<file path="src/rtl/seg7_pkg.sv">
// Shared seven-segment constants: active-low patterns, bit 6 = a down to bit 0 = g.
package seg7_pkg;

  localparam logic [6:0] SEG_0     = 7'b0000001;
  localparam logic [6:0] SEG_1     = 7'b1001111;
  localparam logic [6:0] SEG_2     = 7'b0010010;
  localparam logic [6:0] SEG_3     = 7'b0000110;
  localparam logic [6:0] SEG_4     = 7'b1001100;
  localparam logic [6:0] SEG_5     = 7'b0100100;
  localparam logic [6:0] SEG_6     = 7'b0100000;
  localparam logic [6:0] SEG_7     = 7'b0001111;
  localparam logic [6:0] SEG_8     = 7'b0000000;
  localparam logic [6:0] SEG_9     = 7'b0000100;
  localparam logic [6:0] SEG_BLANK = 7'b1111111;

  localparam logic [3:0] BCD_MAX   = 4'd9;

endpackage

</file>
<file path="src/rtl/seg7_decode.sv">
// Combinational BCD digit to active-low seven-segment decoder.
// Codes above 9 cannot occur in a healthy counter and show as blank.
module seg7_decode
  import seg7_pkg::*;
(
  input  logic [3:0] bcd,
  output logic [6:0] seg
);

  always_comb begin
    seg = SEG_BLANK;
    case (bcd)
      4'd0:    seg = SEG_0;
      4'd1:    seg = SEG_1;
      4'd2:    seg = SEG_2;
      4'd3:    seg = SEG_3;
      4'd4:    seg = SEG_4;
      4'd5:    seg = SEG_5;
      4'd6:    seg = SEG_6;
      4'd7:    seg = SEG_7;
      4'd8:    seg = SEG_8;
      4'd9:    seg = SEG_9;
      default: seg = SEG_BLANK;
    endcase
  end

endmodule

</file>
<file path="src/rtl/bcd_scan_counter.sv">
// Multi-digit up/down BCD counter with a time-multiplexed seven-segment
// display scanner and optional leading-zero blanking.
module bcd_scan_counter
  import seg7_pkg::*;
#(
  parameter int NUM_DIGITS = 6,
  parameter int TICK_DIV   = 25000000,
  parameter int SCAN_DIV   = 50000,
  parameter int BLANK_LZ   = 1
) (
  input  logic                    clk,
  input  logic                    rst,
  input  logic                    en,
  input  logic                    up_dn,
  input  logic                    clear,
  output logic [4*NUM_DIGITS-1:0] count,
  output logic                    wrap,
  output logic [6:0]              seg,
  output logic [NUM_DIGITS-1:0]   sel
);

  localparam int CW     = 4 * NUM_DIGITS;
  localparam int TICK_W = $clog2(TICK_DIV);
  localparam int SCAN_W = $clog2(SCAN_DIV);
  localparam int IDX_W  = (NUM_DIGITS > 1) ? $clog2(NUM_DIGITS) : 1;

  // ---------------- count prescaler ----------------
  logic [TICK_W-1:0] tick_cnt;
  logic              tick_last;
  logic              tick;

  assign tick_last = (tick_cnt == TICK_W'(TICK_DIV - 1));
  assign tick      = en & tick_last;

  always_ff @(posedge clk or posedge rst) begin
    if (rst) begin
      tick_cnt <= '0;
    end else if (clear) begin
      tick_cnt <= '0;
    end else if (en) begin
      tick_cnt <= tick_last ? '0 : tick_cnt + TICK_W'(1);
    end
  end

  // ---------------- BCD carry/borrow chain ----------------
  logic [CW-1:0] count_next;
  logic          carry;
  logic [3:0]    digit;

  // carry doubles as borrow when counting down; surviving past the top digit is a wrap
  always_comb begin
    count_next = count;
    carry      = 1'b1;
    digit      = '0;
    for (int i = 0; i < NUM_DIGITS; i++) begin
      digit = count[4*i +: 4];
      if (carry) begin
        if (up_dn) begin
          if (digit >= BCD_MAX) begin
            count_next[4*i +: 4] = 4'd0;
            carry                = 1'b1;
          end else begin
            count_next[4*i +: 4] = digit + 4'd1;
            carry                = 1'b0;
          end
        end else begin
          if (digit == 4'd0) begin
            count_next[4*i +: 4] = BCD_MAX;
            carry                = 1'b1;
          end else begin
            count_next[4*i +: 4] = digit - 4'd1;
            carry                = 1'b0;
          end
        end
      end
    end
  end

  always_ff @(posedge clk or posedge rst) begin
    if (rst) begin
      count <= '0;
      wrap  <= 1'b0;
    end else if (clear) begin
      count <= '0;
      wrap  <= 1'b0;
    end else if (tick) begin
      count <= count_next;
      wrap  <= carry;
    end else begin
      wrap  <= 1'b0;
    end
  end

  // ---------------- scan prescaler and digit index ----------------
  logic [SCAN_W-1:0] scan_cnt;
  logic              scan_last;
  logic [IDX_W-1:0]  index;

  assign scan_last = (scan_cnt == SCAN_W'(SCAN_DIV - 1));

  always_ff @(posedge clk or posedge rst) begin
    if (rst) begin
      scan_cnt <= '0;
      index    <= '0;
    end else begin
      scan_cnt <= scan_last ? '0 : scan_cnt + SCAN_W'(1);
      if (scan_last) begin
        index <= (index == IDX_W'(NUM_DIGITS - 1)) ? '0 : index + IDX_W'(1);
      end
    end
  end

  // ---------------- leading-zero detection ----------------
  logic                  zero_above;
  logic [NUM_DIGITS-1:0] blank_vec;

  always_comb begin
    zero_above = 1'b1;
    blank_vec  = '0;
    for (int i = NUM_DIGITS - 1; i >= 0; i--) begin
      zero_above   = zero_above & (count[4*i +: 4] == 4'd0);
      blank_vec[i] = (BLANK_LZ != 0) && (i > 0) && zero_above;
    end
  end

  // ---------------- digit selection and display registers ----------------
  logic [3:0]            cur_digit;
  logic                  cur_blank;
  logic [NUM_DIGITS-1:0] sel_next;
  logic [6:0]            dec_seg;
  logic [6:0]            seg_next;

  always_comb begin
    cur_digit = '0;
    cur_blank = 1'b0;
    sel_next  = '1;
    for (int i = 0; i < NUM_DIGITS; i++) begin
      if (index == IDX_W'(i)) begin
        cur_digit   = count[4*i +: 4];
        cur_blank   = blank_vec[i];
        sel_next[i] = 1'b0;
      end
    end
  end

  seg7_decode u_decode (
    .bcd (cur_digit),
    .seg (dec_seg)
  );

  assign seg_next = cur_blank ? SEG_BLANK : dec_seg;

  always_ff @(posedge clk or posedge rst) begin
    if (rst) begin
      sel <= ~NUM_DIGITS'(1);
      seg <= SEG_0;
    end else begin
      sel <= sel_next;
      seg <= seg_next;
    end
  end

endmodule

</file>
<file path="config.mk">
export PLATFORM = sky130hd
export DESIGN_NAME = bcd_scan_counter
export DESIGN_NICKNAME = d
export VERILOG_FILES = /design/src/rtl/seg7_pkg.sv /design/src/rtl/seg7_decode.sv /design/src/rtl/bcd_scan_counter.sv
export SDC_FILE = /design/constraint.sdc
export NUM_CORES = 1
export LEC_CHECK = 0
export BUFFER_PORTS_ARGS = -buffer_cell sky130_fd_sc_hd__buf_2
export CAP_MARGIN = 20
export CORE_MARGIN = 1.5
export CORE_UTILIZATION = 60
export CTS_CLUSTER_DIAMETER = 150
export DETAILED_ROUTE_END_ITERATION = 8
export HOLD_SLACK_MARGIN = 0.08
export MAX_ROUTING_LAYER = met4
export PLACE_DENSITY = 0.85
export SETUP_SLACK_MARGIN = 0.1
export SLEW_MARGIN = 20
export SYNTH_ARGS = -nofsm -noshare
export SYNTH_HDL_FRONTEND = slang
export SYNTH_SLANG_ARGS = --single-unit
</file>
<file path="constraint.sdc">
create_clock -name clk -period 8.6 [get_ports clk]
set_clock_uncertainty 0.05 [all_clocks]
set_input_delay 0.43 -clock clk [delete_from_list [all_inputs] [get_ports clk]]
set_output_delay 0.43 -clock clk [all_outputs]
set_load 0.01 [all_outputs]
</file>
==> flow_metrics.env <==
export IMPL_drive_gt1_share_pct=14.1
export IMPL_grt_pass1_wl_um=21400
export IMPL_cts_resized=0
export IMPL_stdcell_count=731
export IMPL_vias=4643
export IMPL_critical_path_max_fanout=9
export IMPL_final_common_cell="dfrtp_1"
export IMPL_critPathArrivalTime_ns=3.22
export IMPL_r2r_cells=7
export IMPL_rows=34
export IMPL_drt_iter0_markers=369
export IMPL_start_kind="flop"
export IMPL_hpwl_um=8680
export IMPL_io_pins=43
export IMPL_synth_top_family_by_area="simple AND/OR/NAND/NOR gates"
export IMPL_cp_cell_sequence="inv_1, ha_1, or4b_4, or3_4, a2111oi_4, a31oi_1, a311oi_1"
export IMPL_finalSetupViolCount=0
export IMPL_ir_drop_mv=0.0908
export IMPL_cts_tree="done"
export IMPL_synthMuxAreaShare_pct=3.47
export IMPL_die_h_um=97.3
export IMPL_first_pass_iters=5
export IMPL_cts_num_sinks=82
export IMPL_htreeDepth=3
export IMPL_setup_tns_ns=0
export IMPL_wl_per_cell_um=17.0
export IMPL_dp_cells=715
export IMPL_fmax_mhz=332
export IMPL_cts_hold_buf=0
export IMPL_cts_buffers_inserted=9
export IMPL_numPortBuffers=42
export IMPL_final_nets=651
export IMPL_path_clk_slew_ns=0.10
export IMPL_worstSetupEndpointType="flop"
export IMPL_yosysWarnings=0
export IMPL_final_cell_mix="76 x dfrtp_1, 71 x nor2_1, 42 x buf_2, 35 x nand2_1, 34 x a21oi_1"
export IMPL_critical_path_max_stage_delay_ns=0.64
export IMPL_hp_class="in -> async"
export IMPL_rrSetupSlack_ns=5.59
export IMPL_grt_overflow=0
export IMPL_die_area_um2=9460
export IMPL_place_gp_congestion=0.983
export IMPL_diodes=0
export IMPL_fillers=705
export IMPL_antenna_left=0
export IMPL_tightest_slew_ns=1.01
export IMPL_syn_inst=594
export IMPL_fin_area_um2=5780
export IMPL_status="finished clean"
export IMPL_routed_wl_um=12400
export IMPL_synth_ff_type="dfrtp_1"
export IMPL_timing_worst_setup_path_type="reg -> reg"
export IMPL_die_width_um=97.3
export IMPL_slew_headroom_pct=32.0
export IMPL_rsz0062_at_grt="false"
export IMPL_ys_seq_area_share_pct=38.6
export IMPL_clk_path_buf_depth=2
export IMPL_drv_slew=0
export IMPL_synthArstFlopShare_pct=100
export IMPL_drcViolationCount=0
export IMPL_core_um2=8680
export IMPL_leakage_nw=2.54
export IMPL_p_per_area_nw_per_um2=126
export IMPL_initial_core_util_pct=61.4
export IMPL_fin_crit_ns=3.01
export IMPL_synthSimpleGateAreaFrac_pct=23.1
export IMPL_cts_setup_buffers=0
export IMPL_grt_start_max_net_pins=83
export IMPL_fin_crit_sh_pct=35.1
export IMPL_syn_area_um2=5330
export IMPL_root_buffer="clkbuf_8"
export IMPL_r2r_start="count[0]"
export IMPL_clock_latency_ns=0.37
export IMPL_viasPerCell=6.35
export IMPL_grt_pass1_vias=4412
export IMPL_antenna_found_initial=0
export IMPL_maxCapViolCount=0
export IMPL_synth_fa_ha_area_share_pct=6.57
export IMPL_ys_ff_latch=82
export IMPL_cp_data_required_time_ns=8.80
export IMPL_hold_viol_final=0
export IMPL_ys_types=67
export IMPL_synth_nets=627
export IMPL_synth_compound_area_share_pct=17.3
export IMPL_synth_edff_count=0
export IMPL_dpl_cell_area_um2=5570
export IMPL_synth_area_per_cell_um2=8.97
export IMPL_grtUsageTotal_pct=27.8
export IMPL_final_core_util_pct=66.6
export IMPL_rr_endpoint="count[16]"
export IMPL_areaGrowthSynthToFinish_pct=8.50
export IMPL_cpMaxStageDelayCell="a2111oi_4"
export IMPL_yosys_area_share_xor_xnor_pct=6.41
## worst max-delay path by stage
stage	startpoint	endpoint	slack, ns
after floorplan	index[0]	seg[2]	5.84
after global placement	up_dn	count[18]	5.32
after detailed placement	up_dn	count[18]	5.12
after CTS	count[0]	count[18]	5.22
after global routing	count[0]	count[16]	5.40
final	count[0]	count[16]	5.59
## critical path: cells and delay by family, from the launching register on
kind | cells | cell delay [ns]
compound gates | 3 | 1.11
simple gates | 2 | 0.88
flops | 1 | 0.49
fa+ha+maj | 1 | 0.26
buf+inv | 1 | 0.12
## synthesized netlist by cell type, drive strengths merged, types with 5 or more instances
master | n | area share (%)
a211oi | 10 | 1.4
a21oi | 34 | 3.2
a31oi | 7 | 0.82
and3 | 8 | 0.94
and4 | 5 | 0.82
clkbuf | 28 | 2.0
dfrtp | 76 | 36
dfstp | 6 | 3.0
ha | 28 | 6.6
inv | 31 | 2.2
mux2i | 14 | 2.6
nand2 | 35 | 2.5
nand2b | 10 | 1.2
nand3 | 24 | 2.3
nand3b | 5 | 0.70
nand4 | 14 | 1.6
nor2 | 71 | 5.0
nor3 | 9 | 0.85
nor3b | 6 | 0.85
nor4 | 7 | 0.82
nor4b | 6 | 0.99
o211ai | 8 | 1.1
o21ai | 27 | 2.5
or3 | 5 | 0.68
or3b | 6 | 0.99
xnor2 | 10 | 1.6
xor2 | 29 | 4.8
## cells by family after synthesis
kind of cell | Yosys count
xor+xnor | 39
mux | 17
simple gates | 230
fa+ha+maj | 28
compound gates | 136
flops | 82
buf+inv | 62
## power by group
group | leakage [nW] | total [mW] | switching, mW | internal [mW]
clock | 0.0966 | 0.275 | 0.162 | 0.113
sequential | 1.11 | 0.395 | 0.00700 | 0.388
combinational | 1.34 | 0.0589 | 0.0394 | 0.0194
total | 2.54 | 0.729 | 0.208 | 0.521
## flip-flops by register name, indices dropped and copies added (netlist names)
signal / count
sel: 6
tick_cnt: 25
wrap: 1
scan_cnt: 16
seg: 7
count: 24
index: 3
## per-layer routing
metal / wire length, µm / track usage [%] / share of wire (%)
met1: 5360 / 37.4 / 43
met2: 5970 / 43.6 / 48
met3: 807 / 4.75 / 6.5
met4: 276 / 8.24 / 2.2
met5: 0 / - / 0
## through the flow
step	hold WS [ns]	worst slack (ns)	total power, mW
after floorplan	0.402	5.84	0.445
after CTS	0.358	5.22	0.733
after global routing	0.254	5.40	0.760
after global placement	0.419	5.32	0.458
after detailed placement	0.423	5.12	0.461
final	0.178	5.59	0.729
## area by class of cell
type | count | area (µm²) | share of cell area, %
multi-input combinational | 450 | 3050 | 52.7
sequential | 82 | 2060 | 35.6
timing repair buffer | 44 | 229 | 3.96
tap | 108 | 135 | 2.34
clock buffer | 9 | 124 | 2.14
inverter | 31 | 118 | 2.03
clock inverter | 7 | 72.6 | 1.25
No activity file was read; power rests on OpenSTA's default activity.
